<file path="src/rtl/lsu_frontend.sv">
// lsu_frontend: per-thread load/store front end issuing one memory request per LDR/STR.
// Ports:
//   clk, reset (async, active-low)        clock and reset
//   enable, core_state                     thread active, core phase (REQUEST=3'b011, UPDATE=3'b110)
//   decoded_mem_read_enable/write_enable   decoded LDR / STR
//   rs, rt                                 address operand, store data operand
//   mem_read_valid/address                 read request to memory controller
//   mem_write_valid/address/data           write request to memory controller
//   mem_ready, mem_read_data               controller completion pulse and read return data
//   lsu_state, lsu_out, lsu_error          FSM state, last load result, sticky timeout flag
// Optional: define LSU_TIMEOUT_EN to abort WAITING after TIMEOUT_CYCLES cycles.
module lsu_frontend #(
   parameter int ADDR_BITS      = 8,
   parameter int DATA_BITS      = 8,
   parameter int TIMEOUT_CYCLES = 64
) (
   input  logic                 clk,
   input  logic                 reset,
   input  logic                 enable,
   input  logic [2:0]           core_state,
   input  logic                 decoded_mem_read_enable,
   input  logic                 decoded_mem_write_enable,
   input  logic [DATA_BITS-1:0] rs,
   input  logic [DATA_BITS-1:0] rt,
   output logic                 mem_read_valid,
   output logic [ADDR_BITS-1:0] mem_read_address,
   output logic                 mem_write_valid,
   output logic [ADDR_BITS-1:0] mem_write_address,
   output logic [DATA_BITS-1:0] mem_write_data,
   input  logic                 mem_ready,
   input  logic [DATA_BITS-1:0] mem_read_data,
   output logic [1:0]           lsu_state,
   output logic [DATA_BITS-1:0] lsu_out,
   output logic                 lsu_error
);
   typedef enum logic [1:0] {IDLE = 2'b00, REQUESTING = 2'b01, WAITING = 2'b10, DONE = 2'b11} state_t;
   localparam logic [2:0] REQUEST = 3'b011;
   localparam logic [2:0] UPDATE  = 3'b110;
   state_t state, state_d;
   logic rv_d, wv_d, timeout, err_d;
   logic [ADDR_BITS-1:0] ra_d, wa_d;
   logic [DATA_BITS-1:0] wd_d, out_d;
`ifdef LSU_TIMEOUT_EN
   localparam int CW = (TIMEOUT_CYCLES > 1) ? $clog2(TIMEOUT_CYCLES) : 1;
   logic [CW-1:0] cnt, cnt_d;
   logic err;
   assign timeout   = (state == WAITING) && (cnt == CW'(TIMEOUT_CYCLES - 1));
   assign lsu_error = err;
`else
   assign timeout   = 1'b0;
   assign lsu_error = 1'b0;
`endif
   assign lsu_state = state;
   always_comb begin
      state_d = state;
      rv_d    = mem_read_valid;
      wv_d    = mem_write_valid;
      ra_d    = mem_read_address;
      wa_d    = mem_write_address;
      wd_d    = mem_write_data;
      out_d   = lsu_out;
      err_d   = lsu_error;
      case (state)
         IDLE: begin
            // The request is launched on the transition so it is visible during REQUESTING;
            // read wins when both decodes are set.
            if (enable && core_state == REQUEST && (decoded_mem_read_enable || decoded_mem_write_enable)) begin
               state_d = REQUESTING;
               rv_d    = decoded_mem_read_enable;
               wv_d    = !decoded_mem_read_enable;
               if (decoded_mem_read_enable) ra_d = rs[ADDR_BITS-1:0];
               else begin
                  wa_d = rs[ADDR_BITS-1:0];
                  wd_d = rt;
               end
            end
         end
         REQUESTING: state_d = WAITING;
         WAITING: begin
            if (mem_ready || timeout) begin
               state_d = DONE;
               rv_d    = 1'b0;
               wv_d    = 1'b0;
               if (mem_ready && mem_read_valid) out_d = mem_read_data;
               if (!mem_ready) err_d = 1'b1;
            end
         end
         default: state_d = (core_state == UPDATE) ? IDLE : DONE;
      endcase
   end
`ifdef LSU_TIMEOUT_EN
   assign cnt_d = (state == WAITING) ? cnt + 1'b1 : '0;
`endif
   always_ff @(posedge clk or negedge reset) begin
      if (!reset) begin
         state             <= IDLE;
         mem_read_valid    <= 1'b0;
         mem_write_valid   <= 1'b0;
         mem_read_address  <= '0;
         mem_write_address <= '0;
         mem_write_data    <= '0;
         lsu_out           <= '0;
`ifdef LSU_TIMEOUT_EN
         cnt               <= '0;
         err               <= 1'b0;
`endif
      end else begin
         state             <= state_d;
         mem_read_valid    <= rv_d;
         mem_write_valid   <= wv_d;
         mem_read_address  <= ra_d;
         mem_write_address <= wa_d;
         mem_write_data    <= wd_d;
         lsu_out           <= out_d;
`ifdef LSU_TIMEOUT_EN
         cnt               <= cnt_d;
         err               <= err_d;
`endif
      end
   end
endmodule

</file>
<file path="config.mk">
export PLATFORM = sky130hd
export DESIGN_NAME = lsu_frontend
export DESIGN_NICKNAME = d
export VERILOG_FILES = /design/src/rtl/lsu_frontend.sv
export SDC_FILE = /design/constraint.sdc
export NUM_CORES = 1
export LEC_CHECK = 0
export ABC_CLOCK_PERIOD_IN_PS = 4500
export CORE_ASPECT_RATIO = 1.25
export CORE_MARGIN = 2
export CORE_UTILIZATION = 45
export DETAILED_ROUTE_END_ITERATION = 16
export GPL_TIMING_DRIVEN = 0
export PLACE_DENSITY_LB_ADDON = 0.25
export SYNTH_ARGS = -nofsm -noshare
export SYNTH_HDL_FRONTEND = slang
export SYNTH_SLANG_ARGS = --single-unit
</file>
<file path="constraint.sdc">
create_clock -name clk -period 4.5 [get_ports clk]
set_input_delay 0.675 -clock clk [delete_from_list [all_inputs] [get_ports clk]]
set_output_delay 0.675 -clock clk [all_outputs]
set_load 0.05 [all_outputs]
</file>
**Yosys cells after proc, flatten, opt, wreduce, memory -nomap -nowiden**

Index checks and enable logic that the tools add are counted.

- Equality and inequality tests: 6
- Reduce and logical (&&, ||, !) cells: 12
- Bitwise operators: 1
- Muxes and demuxes: 9

Operators by type and width:

| cell | count |
|---|---|
| $reduce_and 3->1 | 4 |
| $mux 2 | 3 |
| $pmux 2 s3 | 1 |
| $ne 2x2->1 const B | 2 |
| $pmux 1 s2 | 2 |
| $eq 3x2->1 const B | 1 |
| $eq 3x3->1 const B | 1 |
| $logic_and 1x1->1 | 3 |
| $mux 1 | 3 |
| $eq 2x1->1 const B | 1 |
| $eq 2x2->1 const B | 1 |
| $logic_not 2->1 | 1 |
| $reduce_and 2->1 | 1 |
| $reduce_bool 2->1 | 1 |
| $logic_not 1->1 | 1 |
| $logic_or 1x1->1 | 1 |
| $not 1->1 | 1 |

- Input port bits: 33
- Output and inout port bits: 37
- Bits in registers: 36

**Depth between registers and ports, before layout**

- Word-level depth: 5
- Gate-level depth with buffers: 6
- Gate-level depth less buffers: 5

**Worst setup path after synthesis**

No wires, ideal clock.

- Path kind: register to register
- Start point: register state[0] (netlist: lsu_state[0])
- End point: register mem_write_address[0]
- Required time: 4.375 ns
- Setup time: 0.125 ns
- Slack: 2.673 ns
- Arrival time: 1.702 ns
- Stages on the path, launching flop included: 7
- Cell sequence: dfrtp_1 > inv_1 > ha_1 > buf_2 > nand3_4 > buf_6 > mux2_4

- Word-level cells in the longest chain between the ends: 2

Ends and longest elaborated chain:

| element | line | text |
|---|---|---|
| start: declaration | 39 | `state_t state, state_d;` |
| start signal: assignment | 108 | `state <= state_d;` |
| $logic_not 2->1 | 63 | `case (state)` |
| $reduce_and 3->1 (no source line) | - |  |
| end signal: assignment | 112 | `mem_write_address <= wa_d;` |
| end: declaration | 28 | `output logic [ADDR_BITS-1:0] mem_write_address,` |

No other way between the ends.
A chain may end at the register's enable or synchronous reset.

**Final worst setup path**

- Start point: register mem_read_valid
- End point: output port mem_read_valid

RTL lines:

| element | line | text |
|---|---|---|
| start: declaration | 25 | `output logic mem_read_valid,` |
| start signal: assignment | 109 | `mem_read_valid <= rv_d;` |

No word-level cell between the ends.

==> metrics.md <==
| Metric | Value |
|---|---|
| First-pass GRT wire length | `5610 um` |
| CTS max path bufs | `2` |
| Setup violators final | `0` |
| Clk sinks | `36` |
| Postcts setup bufs | `0` |
| Initial Util | `0.464` |
| Clock root cell | `clkbuf_8` |
| Slew HR | `0.470` |
| CTS buffer count | `5` |
| NumNets Final | `212` |
| Drt wl/cell | `15.3 um` |
| Max-cap check violation count | `0` |
| GRT overflow | `0` |
| Met3 Usage GRT | `0.0444` |
| Setup CP Type | `reg -> out` |
| Syn_nets | `137` |
| Slack of the critical path | `2310 ps` |
| Hold WC Path Type | `in -> async` |
| Routed wire length | `3290 um` |
| Initial drt markers | `20` |
| DP Wirelength | `2480 um` |
| CP max FO | `4` |
| CP startpoint kind | `flop` |
| Post_cts resized | `0` |
| Vias | `1088` |
| Final TNS setup | `0 ps` |
| Skew final | `2.21 ps` |
| Number of global-route vias before repair | `1184` |
| Yosys warns | `0` |
| Worst Path Arrival | `1520 ps` |
| Pin count of the biggest net entering global routing | `37` |
| Pre-CTS setup slack | `2230 ps` |
| Mapped Area | `1590 sq um` |
| Worst VDD drop | `0.510 mV` |
| CTS Hold Buffers Added | `0` |
| H-tree Lvls | `2` |
| Vias per cell | `5.04` |
| Max-slew violation count | `0` |
| Gr usage total | `0.184` |
| Antenna Violating Nets Remaining | `0` |
| Slowest stage cell, crit path | `clkdlybuf4s50_1` |
| ANT cells | `0` |
| Status | `finished, final reports clean` |
| Critical path's top delay family | `buffers and inverters` |
| # fillers | `275` |
| CTS tree | `built` |
| Multi-input gate area | `618 sq um` |
| Measured slew at the worst slew-check pin | `795 ps` |
| Top-level I/O count | `70` |
| Syn Area/Cell | `15.7 sq um` |
| Max Freq | `0.456 GHz` |
| Initial antenna violation count | `0` |
| Distinct cells, synth | `24` |
| Die Wd | `57.1 um` |
| RSZ-0062 raised after global routing | `false` |
| Core Area | `3420 sq um` |
| Clock Pin Slew Worst Setup and Hold Paths | `70 ps` |
| Chip height | `70.4 um` |
| Layer with the highest usage | `met2` |
| Sequential cell area fraction in the yosys report | `0.567` |
| DRC viols | `0` |
| P&R area growth vs syn | `51.3%` |
| Area of the die | `4020 sq um` |
| Num rows | `24` |
| Slowest stage delay, CP | `830 ps` |
| CP endpoint kind | `output port` |
| Post-synthesis register bit count | `36` |
| Static leakage | `1.12 nW` |
| Worst skew pair latency | `280 ps` |
| Drt first pass iters | `4` |
| Critical Path, Cell by Cell | `clkdlybuf4s50_1` |
| GP Congestion | `0.788` |
| Register Area | `901 sq um` |
| Bufs and invs on worst path | `1` |
| Grt met1 use | `0.221` |
| Final hold vios | `0` |
| Final Cycle Share | `0.487` |
| Post-Synthesis Cells | `101` |
| Port bufs | `68` |
| M2 GR Usage | `0.304` |
| Critical Path RT | `3830 ps` |
| Power per cell area | `628 nW/um^2` |
| Layout cells sized above 1 | `0.266` |
| Final min period | `2190 ps` |
## registers in the layout, summed over array words and instances (netlist names)
register and cells:
lsu_state 2, lsu_out 8, mem_write_valid 1, mem_write_address 8, mem_read_valid 1, mem_read_address 8
mem_write_data 8
## power breakdown
part	internal (mW)	total [mW]	leakage (nW)	switching, mW
registers	0.423	0.482	0.480	0.0589
logic	0.310	0.797	0.596	0.487
clock network	0.125	0.230	0.0455	0.105
## final timing paths
check	start	end	slack (ps)	depth (start not counted)
setup / recovery	mem_read_valid	mem_read_valid	2310	1
hold / removal	reset	mem_read_address[7]	470	1
setup reg to reg	lsu_state[0]	mem_read_address[4]	2880	6
hold reg to reg	mem_read_address[7]	mem_read_address[7]	510	1
max in group asynchronous	reset	lsu_out[3]	3530	1
min in group clk	mem_read_address[7]	mem_read_address[7]	510	1
## final cells by class
cell class,count,area share
flip-flops and latches,36,0.375
repair buffers,68,0.281
multi-input cells,54,0.257
clock buffers,8,0.0375
well taps,39,0.0203
plain buffers,5,0.0193
inverters,6,0.00938
## kinds of logic after synthesis
group / count (synthesis) / synth area share
adders and majority gates: 3 / 0.0236
DFF: 36 / 0.567
other: 1 / 0.00236
buffers and inverters: 11 / 0.0433
muxes: 34 / 0.282
AOI/OAI and AO/OA: 6 / 0.0276
and+or+nand+nor: 10 / 0.0536
## routing by layer
metal	vias up	wire length, um
met4	0	76
li1	503	-
met2	42	1680
met5	-	0
met3	8	183
met1	535	1350
## per-stage QoR
step                total power, mW  cell area, sq um  hold slack, ps   util  std cells
floorplan                      1.01              1590             379      -        101
global placement               1.27              2320             488  0.677        208
global route                   1.58              2400             526  0.702        216
CTS                            1.52              2400             500  0.702        216
detailed placement             1.29              2310             494  0.675        208
finish                         1.51              2400             470  0.702        216
## layout by cell type (no fill, tap or decap)
master / n
and4b_1: 1
and3_4: 1
o22ai_1: 1
mux2_2: 14
nand4_1: 1
o21ai_0: 1
buf_6: 3
dfrtp_1: 36
o211ai_1: 1
clkdlybuf4s50_1: 67
nor2b_1: 2
ha_1: 3
nand3_4: 1
buf_2: 2
buf_4: 1
or3b_1: 1
o221a_2: 1
mux2i_1: 2
inv_1: 6
o31ai_1: 1
clkbuf_8: 6
a31oi_1: 1
mux2_4: 18
nand4b_1: 1
clkbuf_1: 2
conb_1: 1
nand3_1: 2
## synth_stat cells
library cell	instances	area (sq um)
nor2b_1	2	12.5
inv_1	6	22.5
and4b_1	1	10.0
mux2_2	14	158
dfrtp_1	36	901
or3b_1	1	8.76
and3_4	1	11.3
ha_1	3	37.5
nand4b_1	1	8.76
conb_1	1	3.75
nand3_4	1	17.5
o21ai_0	1	5.00
buf_6	3	33.8
o211ai_1	1	7.51
mux2_4	18	270
buf_4	1	7.51
o31ai_1	1	7.51
nand4_1	1	6.26
buf_2	1	5.00
nand3_1	2	10.0
mux2i_1	2	20.0
o221a_2	1	11.3
o22ai_1	1	6.26
a31oi_1	1	6.26
(Power assumes the default switching activity.)
